### src/rtl/multi_drop_bus_tx.sv
// Multi-drop bus driver: FIFO-buffered (dest,data) commands become one-cycle EN/Bus slots separated by GAP_CYCLES idle cycles.
// Slot appears one edge after the command reaches an idle FSM; tx_ready = !full. Optional MDB_BROADCAST_EN expands dest=00 to three slots.
module multi_drop_bus_tx #(
  parameter int FIFO_DEPTH = 4,
  parameter int GAP_CYCLES = 1
) (
  input  logic                        CLK,
  input  logic                        R,
  input  logic                        tx_valid,
  output logic                        tx_ready,
  input  logic [1:0]                  tx_dest,
  input  logic [7:0]                  tx_data,
  output logic [7:0]                  Bus,
  output logic [1:0]                  EN,
  output logic                        busy,
  output logic [$clog2(FIFO_DEPTH):0] level,
  output logic                        err
);
  localparam int AW = $clog2(FIFO_DEPTH);

  typedef enum logic [1:0] {S_IDLE, S_DRIVE, S_GAP} state_t;

  state_t        r_state;
  logic [9:0]    r_mem [FIFO_DEPTH];
  logic [AW-1:0] r_wr_ptr;
  logic [AW-1:0] r_rd_ptr;
  logic [AW:0]   r_level;
  logic [2:0]    r_gap_cnt;
  logic [7:0]    r_bus;
  logic [1:0]    r_en;
  logic          r_err;

  logic       w_accept;
  logic       w_push;
  logic       w_pop;
  logic       w_start;
  logic       w_reject;
  logic       w_slot_pop;
  logic [1:0] w_slot_en;
  logic [1:0] w_head_dest;
  logic [7:0] w_head_data;

  assign tx_ready    = (r_level != (AW+1)'(FIFO_DEPTH));
  assign w_accept    = tx_valid && tx_ready;
  assign w_head_dest = r_mem[r_rd_ptr][9:8];
  assign w_head_data = r_mem[r_rd_ptr][7:0];

`ifdef MDB_BROADCAST_EN
  logic       w_head_bc;
  logic [1:0] r_bc_en;

  assign w_push     = w_accept;
  assign w_reject   = 1'b0;
  assign w_head_bc  = (w_head_dest == 2'b00);
  assign w_slot_en  = w_head_bc ? r_bc_en : w_head_dest;
  // A broadcast entry stays at the head until its final (EN=11) slot.
  assign w_slot_pop = !w_head_bc || (r_bc_en == 2'b11);

  always_ff @(posedge CLK or negedge R) begin
    if (!R) begin
      r_bc_en <= 2'b01;
    end else if (w_start && w_head_bc) begin
      r_bc_en <= w_slot_pop ? 2'b01 : r_bc_en + 2'b01;
    end
  end
`else
  assign w_push     = w_accept && (tx_dest != 2'b00);
  assign w_reject   = w_accept && (tx_dest == 2'b00);
  assign w_slot_en  = w_head_dest;
  assign w_slot_pop = 1'b1;
`endif

  always_comb begin
    w_start = 1'b0;
    if (r_level != '0) begin
      case (r_state)
        S_IDLE:  w_start = 1'b1;
        S_DRIVE: w_start = (GAP_CYCLES == 0);
        S_GAP:   w_start = (r_gap_cnt == 3'd0);
        default: w_start = 1'b0;
      endcase
    end
  end

  assign w_pop = w_start && w_slot_pop;

  always_ff @(posedge CLK) begin
    if (w_push) begin
      r_mem[r_wr_ptr] <= {tx_dest, tx_data};
    end
  end

  always_ff @(posedge CLK or negedge R) begin
    if (!R) begin
      r_wr_ptr <= '0;
      r_rd_ptr <= '0;
      r_level  <= '0;
    end else begin
      if (w_push) r_wr_ptr <= r_wr_ptr + 1'b1;
      if (w_pop)  r_rd_ptr <= r_rd_ptr + 1'b1;
      case ({w_push, w_pop})
        2'b10:   r_level <= r_level + 1'b1;
        2'b01:   r_level <= r_level - 1'b1;
        default: r_level <= r_level;
      endcase
    end
  end

  always_ff @(posedge CLK or negedge R) begin
    if (!R) begin
      r_state   <= S_IDLE;
      r_bus     <= 8'h00;
      r_en      <= 2'b00;
      r_gap_cnt <= 3'd0;
      r_err     <= 1'b0;
    end else begin
      r_err <= w_reject;
      if (w_start) begin
        r_state <= S_DRIVE;
        r_bus   <= w_head_data;
        r_en    <= w_slot_en;
      end else begin
        case (r_state)
          S_DRIVE: begin
            r_en <= 2'b00;
            if (GAP_CYCLES > 0) begin
              r_state   <= S_GAP;
              // Counter reaching zero marks the last idle cycle of the gap.
              r_gap_cnt <= 3'(GAP_CYCLES - 1);
            end else begin
              r_state <= S_IDLE;
            end
          end
          S_GAP: begin
            if (r_gap_cnt == 3'd0) r_state <= S_IDLE;
            else                   r_gap_cnt <= r_gap_cnt - 3'd1;
          end
          default: r_state <= S_IDLE;
        endcase
      end
    end
  end

  assign Bus   = r_bus;
  assign EN    = r_en;
  assign err   = r_err;
  assign level = r_level;
  assign busy  = (r_state != S_IDLE) || (r_level != '0);
endmodule

### config.mk
export PLATFORM = sky130hd
export DESIGN_NAME = multi_drop_bus_tx
export DESIGN_NICKNAME = d
export VERILOG_FILES = /design/src/rtl/multi_drop_bus_tx.sv
export SDC_FILE = /design/constraint.sdc
export NUM_CORES = 1
export LEC_CHECK = 0
export CAP_MARGIN = 20
export CORE_MARGIN = 2
export CORE_UTILIZATION = 59
export CTS_BUF_LIST = sky130_fd_sc_hd__clkbuf_16
export DETAILED_ROUTE_END_ITERATION = 12
export PLACE_DENSITY_LB_ADDON = 0.15
export SYNTH_ARGS = -nofsm -noshare
export SYNTH_HDL_FRONTEND = slang
export SYNTH_SLANG_ARGS = --single-unit
export TNS_END_PERCENT = 5
### constraint.sdc
create_clock -name CLK -period 4.1 [get_ports CLK]
set_input_delay 0.82 -clock CLK [delete_from_list [all_inputs] [get_ports CLK]]
set_output_delay 0.82 -clock CLK [all_outputs]
set_load 0.02 [all_outputs]
==> metrics list, run 1 <==
- CP Max Fanout: 7
- Cell type with the highest aggregate area in the netlist: edfxtp_1
* Standard-cell rows: 24
* Number of placed instances, taps included: 226
- Max-cap viol count: 0
* CTS tree: yes
* WHS: slightly above 0.5 ns
- Synth warn: 0
- Detailed-route wire length: about 4.7 mm
- From bottom edge to top edge, the die measures 70.7 microns.
- CP Class: reg2out
- At the later pin of the worst-skew pair, clock insertion delay measures ~0.32 ns.
- Area enclosed by the die boundary: approximately 5000 sq um
* Setup TNS Final: 0 ns
* Top Ports: 29
- Area used by multi-input combinational logic: just under 800 sq um
- The netlist uses 33 different library cells.
- The count of nets left with antenna violations once routing finished came out at 0.
* Main area contributors after synthesis: edfxtp_1 46%, dfrtp_1 22%, mux4_2 8.6%
- Sequential cells were found to cover about two thirds of the synthesized design area.
* Number of standard cells in the layout, taps in and fillers out: around 240
- After clock tree synthesis, the clock-pin slew on the worst setup and hold paths is around 0.050 ns.
* Transition time at the pin with the least slew margin: approximately 0.72 ns
- Wire length of the first global-routing pass: slightly below 8 mm
- Worst setup SP type: flip-flop
- For the worst setup path, the data required time is around 3.3 ns.
- From synthesis to final layout, the design area changed by 23.0%.
* Final antenna diode count: 0
* Per-instance average area after synthesis: approximately 18 sq um
- The run finished with clean final reports.
- Summed over all nets, the switching power comes to 0.873 mW.
* Time the worst path needs with I/O delays and setup: roughly 2.6 ns
* Register bit total from synthesis: between 60 and 70
- In this run, post-CTS repair resized a total of 0 instances.
- Hold Vio Cnt, Final: 0
- GR Util All Layers: 21.8%
- The detailed router finished its first iteration with 80 violations.
* Seq pwr share: 38.1%
- Leaving out fill and tap cells, the most frequent cell in the layout is edfxtp_1.
* Worst rel slew slack: about 52%
* Critical Path End Type: primary output
- Class of the most critical hold timing path: reg2reg
- Portion of the clock cycle consumed by the worst path in the final layout: between 60% and 70%
* Fill count: roughly 270
- Fraction of synthesized cell area taken by the top area cell type: 45.7%
* Cell-internal power: roughly 1.8 mW
- Among all flip-flop cells after synthesis, the most frequent one is edfxtp_1.
- Entering global routing, the biggest net connects 24 pins.
- Leakage power figure: between 1 and 1.5 nW
- Post-route clock skew: roughly 0.005 ns
* Number of H-tree branching levels: 3
- Maximum number of buffers from clock root to sink: 2
- Global routing finished with a remaining overflow of 0.
* Vias in the first global route: approximately 1500
- The sequential cells in the finished layout cover a total of 1780 sq um.
* Placeable core region: between 4000 and 5000 sq um
- Routability congestion estimate: 0.851
* Wirelength per Cell: about 19 microns
- Drt first pass iters: 5
- Unrepaired setup endpoints after global routing: no
* Layout cell share with drive strength beyond 1: 21.5%
- For this configuration, the core starts out at a cell density of 60.7%.
* Post-CTS setup buffers: 0
- Total power per unit cell area: roughly 830 nW/um^2
* DRC Markers: 0
* Number of flops mapped to enable cells by yosys: 40
- Hold bufs inserted after CTS: 0
- In this run switching power makes up 32.7% of total power.
- Summed over all nets, the half-perimeter wirelength after detailed placement is 2.89 mm.
- Of all flip-flops after synthesis, the portion carrying an async set or reset was 36.5%.
- Setup violations remaining at the end of the flow were counted as 0.
- Summing over every cut layer, the via total after detailed routing is roughly 1400.
- Static timing analysis puts the maximum clock frequency at around 380 MHz.
- Total CTS buffers: 9
- CTS Sinks: between 60 and 70
* # nets final: 210
- Clock network fraction of design power: 24.3%
- Number of pins with negative max-slew slack in the final report: 0
* Netlist Area Pre-Place: approximately 2600 sq um
* Initial antenna violation count: 0
- Across the VDD grid, the largest voltage drop is approximately 0.47 mV.
- Instance count of the mapped netlist: between 100 and 150
- The library cells used most frequently in the layout, excluding fill and tap cells, are 40 x edfxtp_1, 28 x clkdlybuf4s50_1, 23 x dfrtp_1.
* Combinational share of power: 37.6%
- Cell at the root of the clock tree: clkbuf_16
- STA puts the critical path data arrival time at roughly 1.8 ns.
- Vias per cell: roughly 5.7
- At the end of the flow the core is filled with cells to around 75%.
* Chip Width: ~71 microns
* PortBufs: 28
- Mapped Nets: 172
[power groups by stage]
stage          clock (mW)  combinational [mW]  sequential, mW
6_report            0.648                1.00            1.02
5_1_grt             0.677                1.10            1.04
4_1_cts             0.660                1.02            1.02
3_5_place_dp            0               0.992            1.03
3_3_place_gp            0               0.950            1.01
2_1_floorplan           0               0.670            1.04
[cell type report]
type / count / area share (%)
inverters: 10 / 1.16
multi-input cells: 72 / 24.4
well taps: 52 / 2.01
clock buffers: 9 / 6.97
repair buffers: 30 / 9.37
flip-flops and latches: 63 / 55.0
clock inverters: 7 / 1.05
[cells in the mapped netlist, drive strengths merged, types with 2 or more instances]
cell type	count
nor2b	2
nand2b	2
dfrtp	23
buf	2
mux2	12
nor3	2
mux4	10
nand2	5
mux2i	3
edfxtp	40
ha	10
xnor2	5
and2	4
inv	10
[cells by family after synthesis]
family / count (synthesis) / share of synthesized area (%)
and+or+nand+nor: 21 / 4.81
buffers and inverters: 13 / 2.29
AOI/OAI and AO/OA: 9 / 2.86
DFF: 63 / 67.7
muxes: 25 / 14.9
adders and majority gates: 11 / 5.53
xor gates and xnor gates: 6 / 2.00
[path summary, 6_finish.rpt]
kind                                 start           end  slack, ns  depth (start not counted)
worst max-delay path              level[0]      tx_ready       1.47                          2
worst max register to register  r_state[0]      level[2]       1.78                         10
worst min-delay path                Bus[2]        Bus[2]       0.50                          1
min in group asynchronous                R  r_gap_cnt[2]       0.87                          1
max in group asynchronous                R        Bus[5]       2.73                          2
worst min register to register      Bus[2]        Bus[2]       0.50                          1
[critical path, cell delays in order (launching register included)]
cell and delay, ns:
dfrtp_1 0.48, or3b_4 0.46, clkdlybuf4s50_1 0.55
[metrics by stage]
step | power, mW | instance area [sq um] | setup WS, ns
6_report | 2.67 | 3230 | 1.47
5_1_grt | 2.82 | 3230 | 1.41
4_1_cts | 2.70 | 3220 | 1.46
3_5_place_dp | 2.02 | 2960 | 1.22
3_3_place_gp | 1.97 | 2960 | 1.33
2_1_floorplan | 1.71 | 2630 | 1.78
[flip-flops by register name, summed over array words and instances, names as in the netlist]
signal / cells
Bus: 8
EN: 2
err: 1
level: 3
r_gap_cnt: 3
r_mem: 40
r_rd_ptr: 2
r_state: 2
r_wr_ptr: 2
[metal layers]
metal  part of all wire (%)  wire length, microns  up-vias  global-route usage, %
met4                    2.3                   105        0                   12.8
met2                     52                  2410       34                   35.0
met3                    3.3                   153       12                   4.13
met1                     43                  1990      710                   27.9
met5                      0                     0        -                      0
li1                       -                     -      636                      -
Power figures use the tool's default switching activity.
==> inputs of run 2 (changes only) <==
--- a/config.mk
+++ b/config.mk
@@ -7,7 +7,7 @@
 export LEC_CHECK = 0
 export CAP_MARGIN = 20
 export CORE_MARGIN = 2
-export CORE_UTILIZATION = 59
+export CORE_UTILIZATION = 50
 export CTS_BUF_LIST = sky130_fd_sc_hd__clkbuf_16
 export DETAILED_ROUTE_END_ITERATION = 12
 export PLACE_DENSITY_LB_ADDON = 0.15
==> constraint.sdc (replaced) <==
create_clock -name CLK -period 2.3 [get_ports CLK]
set_input_delay 0.46 -clock CLK [delete_from_list [all_inputs] [get_ports CLK]]
set_output_delay 0.46 -clock CLK [all_outputs]
set_load 0.02 [all_outputs]
==> metrics list, run 2 (synthesis results as in run 1) <==
- The die is around 76 microns wide.
* Final setup violation count: 0
- For this design, the sink count on the clock tree is 63.
* Number of pins with negative max-slew slack in the final report: 0
- At the pin with the least slew margin, the transition time is a little over 0.5 ns.
- Crit path buf inv count: 1
- STA puts the critical path data arrival time at around 1.8 ns.
- The longest clock path from root to sink contains 2 buffers.
- Maximum number of pins on one net before global-route repair: 24
- Max-cap violations in this run came to 0.
- After routing, the total negative slack on setup checks comes to 0 ns.
* Standard-cell rows: 26
* Cell at the root of the clock tree: clkbuf_16
* Unrepaired setup endpoints after global routing: no
* Critical Path End Type: primary output
- Layout cell share with drive strength beyond 1: 28.0%
- Global routing finished with a remaining overflow of 0.
- Detailed placement HPWL: between 2 and 3 mm
- Clock latency on the worst-skew pair, taken at its later pin, is 0.32 ns.
* Class of the most critical hold timing path: reg2reg
- In this run the power density over the cells is roughly 1500 nW/um^2.
- Across the routed clock network, the largest skew measured is 0.00676 ns.
- Relative to the synthesized area, the layout overhead comes to 27.7%.
- Initial antenna violation count: 0
* Required @ worst endpoint: 1.84 ns
* Most flops, register: r_mem
- For this design, the slowest cell found on the critical path is clkdlybuf4s50_1.
- CP Max Fanout: 7
- Top Ports: 29
- The via count of the first global-routing pass is about 1500.
- Number of nets still failing antenna checks after routing: 0
- CTS tree: yes
- The library cell used most frequently in the layout, excluding fill and tap cells, is edfxtp_1.
* Worst rel slew slack: approximately 66%
- In this run, the number of DRC markers left after iteration 0 of detailed routing was ~110.
- After clock tree synthesis, the clock-pin slew on the worst setup and hold paths is 0.05 ns.
- PortBufs: 28
* Placeable core region: ~5100 sq um
- The number of clock buffers added by TritonCTS is 9.
- Wirelength per Cell: 16.5 microns
- After detailed routing, the number of remaining DRC violations is 0.
* Detailed-route wire length: 4.45 mm
* Worst setup SP type: flip-flop
- The largest single stage delay on the critical path is between 0.5 and 0.6 ns.
- The floorplan step defined a die boundary enclosing 5850 sq um.
* Maximum clock frequency: roughly 450 MHz
- Buffers added to address setup during post-CTS repair amount to 0.
- Portion of the clock cycle consumed by the worst path in the final layout: 97.0%
* Overall die height: approximately 76 microns
* Number of standard cells in the layout, taps in and fillers out: 270
- The number of placed instances, taps included, is around 250.
* Final antenna diode count: 0
- In this design, the largest share of critical-path delay is due to buffers and inverters.
- Wire length of the first global-routing pass: approximately 7.5 mm
- Leakage power figure: 1.29 nW
* Detailed-route via count: between 1000 and 1500
- The H-tree generated during clock tree synthesis spans 3 levels.
* Routability congestion estimate: ~0.74
* Commonest non-fill, non-tap cells in the layout: 40 x edfxtp_1, 28 x clkdlybuf4s50_1, 22 x dfrtp_1
* Worst ir drop on vdd: between 0.7 and 0.8 mV
* CP Class: reg2out
- # nets final: 219
- Counting I/O delays and the setup requirement, the final critical path takes between 2 and 2.5 ns.
- The total count of hold-check failures in the final report is 0.
- Status: finished clean
- Vias per cell: approximately 5.2
- The initial utilization of the core area, before any placement, comes to around half.
- Drt first pass iters: 4
* Sequence of cells on the critical path: or3b_4 > clkdlybuf4s50_1
* Max reg flops: 40
- GR Util All Layers: roughly 17%
==> run 2: cell types whose count changed in the layout (fill, tap and decap cells not counted), sizes merged <==
cell | previous run | this run
clkinv | 4 | 3
buf | 2 | 11
bufinv | 0 | 1
==> run 2: power breakdown <==
| part | total, mW | internal [mW] | switching, mW |
|---|---|---|---|
| registers | 1.79 | 1.54 | 0.253 |
| logic | 1.86 | 1.02 | 0.845 |
| clock network | 1.26 | 0.818 | 0.442 |
==> run 2: worst reg2reg max path, delay by kind of cell (launching register included) <==
| kind | cells | cell delay, ns |
|---|---|---|
| adder cells (fa/ha/maj) | 3 | 0.72 |
| AND/OR/NAND/NOR | 2 | 0.40 |
| flip-flops | 1 | 0.37 |
| XOR/XNOR | 2 | 0.33 |
| buffers and inverters | 2 | 0.14 |
| AO/OA/AOI/OAI | 1 | 0.14 |
==> run 2: layer usage <==
| layer | up-vias | GRT usage [%] | wire length, microns |
|---|---|---|---|
| li1 | 652 | - | - |
| met1 | 706 | 20.3 | 1900 |
| met2 | 27 | 28.1 | 2260 |
| met3 | 12 | 5.57 | 164 |
| met4 | 0 | 10.2 | 120 |
| met5 | - | 0 | 0 |
==> run 2: cell type report <==
cell class	instances	area (sq um)
inverters	10	37.5
multi-input cells	72	806
clock buffers	9	225
flip-flops and latches	63	1780
repair buffers	39	363
clock inverters	7	57.6
fillers	368	1720
well taps	70	87.6
==> run 2: worst paths after layout <==
kind | from | to | slack [ns] | depth (start not counted)
min reg2reg | Bus[5] | Bus[5] | 0.50 | 1
max reg2reg | r_state[0] | level[2] | 0.12 | 10
min in group asynchronous | R | r_gap_cnt[2] | 0.51 | 2
min | Bus[5] | Bus[5] | 0.50 | 1
max in group asynchronous | R | level[0] | 1.53 | 2
max | level[0] | tx_ready | 0.07 | 2
==> run 2: metrics by stage <==
step / hold slack [ns] / power (mW) / setup WS (ns) / util [%] / area (sq um)
2_1_floorplan: 0.164 / 3.04 / 0.00463 / - / 2630
3_3_place_gp: 0.489 / 3.56 / 0.0694 / 60.3 / 3060
3_5_place_dp: 0.496 / 3.65 / -0.0208 / 60.3 / 3060
4_1_cts: 0.507 / 4.94 / 0.00849 / 65.8 / 3340
5_1_grt: 0.526 / 5.22 / 0.00268 / 66.1 / 3350
6_report: 0.501 / 4.92 / 0.0698 / 66.1 / 3350
==> run 2: repair_timing <==
action,in CTS,in global routing
gates resized for setup,0,5
hold buffers,0,0
endpoints found under the setup margin,0,2
==> inputs of run 3 (changes only) <==
--- a/config.mk
+++ b/config.mk
@@ -9,6 +9,7 @@
 export CORE_MARGIN = 2
 export CORE_UTILIZATION = 50
 export CTS_BUF_LIST = sky130_fd_sc_hd__clkbuf_16
+export CTS_CLUSTER_DIAMETER = 120
 export DETAILED_ROUTE_END_ITERATION = 12
 export PLACE_DENSITY_LB_ADDON = 0.15
 export SYNTH_ARGS = -nofsm -noshare
==> results of run 3 <==
Final layout, timing and power as in run 2 (identical DEF).
==> patch 1, RTL diff (settings of run 3) <==
`FIFO_DEPTH`: 4 -> 2.
--- a/src/rtl/multi_drop_bus_tx.sv
+++ b/src/rtl/multi_drop_bus_tx.sv
@@ -3,3 +3,3 @@
 module multi_drop_bus_tx #(
-  parameter int FIFO_DEPTH = 4,
+  parameter int FIFO_DEPTH = 2,
   parameter int GAP_CYCLES = 1
Ports: changed (resized level); port bits go from 29 to 28. No check against the original RTL was run, so the function may have changed too.
==> patch 1 against run 3 <==
Synthesized area is 36% lower. Routed wire length is 39% lower. Highest routed layer unchanged. Setup slack better by 0.16 ns. Final area is 35% lower. Sequential cell count is 23 lower. Register-to-register slack better by 0.38 ns. Largest power group unchanged. Power is 35% lower. Via count is 31% lower. Largest cell class unchanged. Combinational power is 32% lower.
==> patch 1: results (changes against run 3) <==
* Post-DP Area at 2021 µm² (-34%)
* Synthesized netlist cell count at 107 (-28%)
* FF-to-FF End: Bus[7]
* Global-route usage over all layers at 16.42% (-0.92 points)
* Register area share after synthesis at 65.23% (-2.4 points)
* Nets at 162 (-26%)
* Ys async rst share at 50.00% (+13 points)
* Grt met1 use at 18.71% (-1.6 points)
* Met3 wire length at 104 µm (-37%)
* Adder-Cell Fraction of Synth Area at 4.448% (-1.1 points)
* DR WL/cell at 14.18 µm (-14%)
* Hold Crit Endpoint: r_wr_ptr
* Initial drt markers at 32 (-70%)
* Layout cells sized above 1 at 23.61% (-4.4 points)
* Synth top area cells: edfxtp_1 (36%), dfrtp_1 (30%), mux2_2 (8.7%)
* Reg2reg path depth at 6 (-4)
* Antenna violations before repair at 0 (unchanged)
* Fin cells at 190 (-30%)
* Fillers at 241 (-35%)
* Max IR drop VDD at 0.001009 V (+42%)
* Worst hold slack at 0.5056 ns (+0.004443 ns)
* DR pass1 iterations at 5 (+1)
* CP Max Fanout at 3 (-4)
* Flop2flop setup slack at 0.50 ns (+0.38 ns)
* Status: completed
* Complex-gate fraction of the synthesized area at 3.410% (+0.55 points)
* Largest net degree at the start of global routing at 21 (-13%)
* Largest register FFs at 20 (-50%)
* Min-delay src: r_wr_ptr
* Cts bufs inserted at 5 (-4)
* Syn-to-layout area delta at 29.65%
* Layout Skew at 0.002999 ns (-0.003762 ns)
* Unique masters post-synth at 27 (-18%)
* First-pass GRT wire length at 4.754 mm (-36%)
* Routability cong. at 0.7177 (-3.3%)
* Metal-1 WL at 1.073 mm (-44%)
* Data arrival time of the worst path at 1.61 ns (-0.16 ns)
* Post-synthesis mux area share at 15.20% (+0.33 points)
* Place WS at 0.2734 ns (+0.2943 ns)
* CTS H-tree lvls at 2 (-1)
* Post-DP HPWL at 1.867 mm (-35%)
* Synth Area in XOR/XNOR at 2.595% (+0.59 points)
* Routed met2 length at 1.484 mm (-34%)
* LEAKAGE at 0.8811 nW (-32%)
* Clk_lat worst skew at 0.28 ns (-0.04 ns)
* Commonest cells in the netlist: dfrtp_1 (20), edfxtp_1 (20), mux2_2 (13), inv_1 (7), ha_1 (6)
* Number of global-route vias before repair at 1007 (-34%)
* Detailed-route via count at 959 (-31%)
* GR Util met3 at 5.616% (+0.047 points)
patch 1: changes by cell type in the layout (fill, tap and decap cells not counted), sizes merged, moves of 5 or more:
cell / delta
mux4: -10
mux2: +5
edfxtp: -20
inv: -5
buf: -7
patch 1: critical path: stages, from the launching register on:
cell and delay [ns]:
dfrtp_1 0.37, inv_1 0.07, ha_1 0.23, nand2_1 0.07
clkdlybuf4s50_1 0.60
patch 1: power breakdown:
group,internal [W],switching [W],total (W)
clock,0.000509,0.000261,0.000770
combinational,0.000685,0.000583,0.00127
sequential,0.000984,0.000150,0.00113
total,0.00218,0.000994,0.00317
patch 1: how the worst max path moves through the flow:
stage / end / depth (start not counted) / slack, ns / start
2_1_floorplan: r_mem[1][0] / 3 / 0.40 / level[0]
3_3_place_gp: level[1] / 5 / 0.33 / tx_dest[1]
3_5_place_dp: level[1] / 5 / 0.27 / tx_dest[1]
4_1_cts: busy / 4 / 0.20 / r_state[0]
5_1_grt: busy / 4 / 0.13 / r_state[1]
6_report: busy / 4 / 0.23 / r_state[0]
patch 1: area by class of cell:
| class | count | area share, % |
|---|---|---|
| Clock buffer | 5 | 5.718 |
| Clock inverter | 3 | 1.944 |
| Inverter | 7 | 1.201 |
| Multi-Input combinational cell | 58 | 24.47 |
| Sequential cell | 40 | 50.31 |
| Tap cell | 46 | 2.630 |
| Timing Repair Buffer | 31 | 13.72 |
patch 1: logic make-up (layout without fill, tap and decap cells):
logic type / Yosys count / count (layout)
AO/OA/AOI/OAI: 7 / 7
XOR/XNOR: 5 / 5
adder cells (fa/ha/maj): 6 / 6
buffers and inverters: 9 / 46
flip-flops: 40 / 40
multiplexers: 22 / 22
AND/OR/NAND/NOR: 18 / 18
==> patch 2, RTL diff (flow settings as in run 3) <==
Without the edit above. Remove the register `r_err`: a continuous assignment takes its place, so the output `err` follows one clock earlier.
--- a/src/rtl/multi_drop_bus_tx.sv
+++ b/src/rtl/multi_drop_bus_tx.sv
@@ -114,5 +114,3 @@
       r_gap_cnt <= 3'd0;
-      r_err     <= 1'b0;
     end else begin
-      r_err <= w_reject;
       if (w_start) begin
@@ -143,2 +141,4 @@
 
+  assign r_err = w_reject;
+
   assign Bus   = r_bus;
Function: changed (Yosys sat finds a counterexample within 4 cycles, from zero or initial values).
==> patch 2 against run 3 <==
Routed wire length down 0.67%. Combinational power up 3%. Setup slack better by 0.026 ns. Largest cell class unchanged. Critical endpoint unchanged. Sequential cell count decreased by 1. Final area increased by 0.11%. Synthesized area fell by 0.95%. Power grew 1.9%. Count of clock-buffer cells in the layout stayed put. First-iteration DRC count is 21% lower. Sequential power down 3%.
==> patch 2: results (changes against run 3) <==
* Flop and latch count out of synthesis at 62 (-1.6%)
* Unique masters post-synth at 33 (unchanged)
* Clk root buf: clkbuf_16
* Register area share after synthesis at 67.34% (-0.31 points)
* Commonest cells in the netlist: edfxtp_1 (40), dfrtp_1 (22), mux2_2 (12)
* Cts bufs inserted at 9 (unchanged)
* Clock-cell share at 9.091% (+0.66 points)
* Detailed-route via count at 1381 (-1.1%)
* Min-delay worst type: register to register
* LEAKAGE at 1.300 nW (+0.58%)
* Status: completed
* Synth Area in XOR/XNOR at 2.020% (+0.019 points)
* Synth top area cells: edfxtp_1 (46%), dfrtp_1 (21%), mux4_2 (8.7%)
* DR WL/cell at 16.36 µm (-0.67%)
* Least-Margin Pin Slew at 0.5706 ns (+0.06037 ns)
* Ys async rst share at 35.48% (-1.0 points)
* Max IR drop VDD at 0.0009821 V (+38%)
* Final non-clock buffer share at 11.21% (+0.40 points)
* Antenna violations before repair at 0 (unchanged)
* Nets at 220 (+0.46%)
* Global-route usage over all layers at 17.39% (+0.046 points)
* Top delay family on crit path: buffers and inverters
* DR pass1 iterations at 4 (unchanged)
* Non-clk invs at 10 (unchanged)
* Number of global-route vias before repair at 1497 (-2.5%)
* Reg area at 1753 µm² (-1.4%)
* Fraction of area in multi-input gates at 23.77% (-0.25 points)
* Main synth FF type: edfxtp_1
* First-pass GRT wire length at 7.417 mm (-0.64%)
* Largest net degree at the start of global routing at 23 (-4.2%)
* Complex-gate fraction of the synthesized area at 2.886% (+0.027 points)
* Post-DP HPWL at 2.966 mm (+3.1%)
* Layout cells sized above 1 at 28.50% (+0.50 points)
* Routability cong. at 0.7631 (+2.8%)
* Buffers outside the clock class at 41 (+5.1%)
* Ant diodes at 0 (unchanged)
* Layout Skew at 0.003212 ns (-0.003550 ns)
* Initial drt markers at 84 (-21%)
* CP Max Fanout at 7 (unchanged)
* Top reg by flops: r_mem
* Multi-In Gates at 72 (unchanged)
* Synth Net Count at 171 (-0.58%)
* Final instance area at 3358 µm² (+0.11%)
* Fillers at 369 (+0.27%)
* Row cnt at 26 (unchanged)
* Adder-Cell Fraction of Synth Area at 5.580% (+0.053 points)
* Post-synthesis mux area share at 15.01% (+0.14 points)
* Post-DP Area at 3040 µm² (-0.57%)
* # port buffers at 28 (unchanged)
* Crit path largest cell delay at 0.55 ns (about the same)
patch 2: changes by cell type after synthesis, sizes merged:
| cell | before | now |
|---|---|---|
| dfrtp | 23 | 22 |
patch 2: kinds of logic after synthesis:
family,after synthesis
adders and majority gates,11
AOI/OAI and AO/OA,9
and+or+nand+nor,21
buffers and inverters,13
xor gates and xnor gates,6
muxes,25
DFF,62
patch 2: worst paths after layout:
check,end,cells past startpoint,from,slack (ns)
max in group asynchronous,level[0],2,R,1.54
worst max register to register,level[2],10,r_state[0],0.17
worst max-delay path,tx_ready,2,level[0],0.1
min in group asynchronous,r_gap_cnt[2],2,R,0.51
worst min-delay path,Bus[1],1,Bus[1],0.50
worst min register to register,Bus[1],1,Bus[1],0.50
patch 2: timing repair:
item	4_1_cts	5_1_grt
pin swaps	0	2
setup endpoints to repair	1	1
resized for setup	1	3
setup buffers	0	1
patch 2: where the power goes:
group          total (W)  leakage, nW  switching (W)  internal, W
Sequential       0.00173        0.630       0.000213      0.00152
Clock            0.00137        0.150       0.000440     0.000930
Combinational    0.00191        0.520       0.000878      0.00103
Total            0.00501         1.30        0.00153      0.00348
patch 2: per-layer routing:
metal	vias up	global-route usage, %	part of all wire, %
met5	-	0	0
met3	9	3.791	2.7
met2	27	29.11	54
li1	652	-	-
met1	693	20.81	42
met4	0	10.36	2.0
patch 2: per-stage QoR:
| step | total power [W] | std cells | worst slack, ns |
|---|---|---|---|
| after floorplan | 0.003023 | 147 | 0.004634 |
| after global placement | 0.003555 | 254 | 0.04245 |
| after detailed placement | 0.003643 | 254 | -0.07811 |
| after CTS | 0.005044 | 269 | 0.07890 |
| after global routing | 0.005314 | 270 | 0.001380 |
| final | 0.005010 | 270 | 0.09602 |
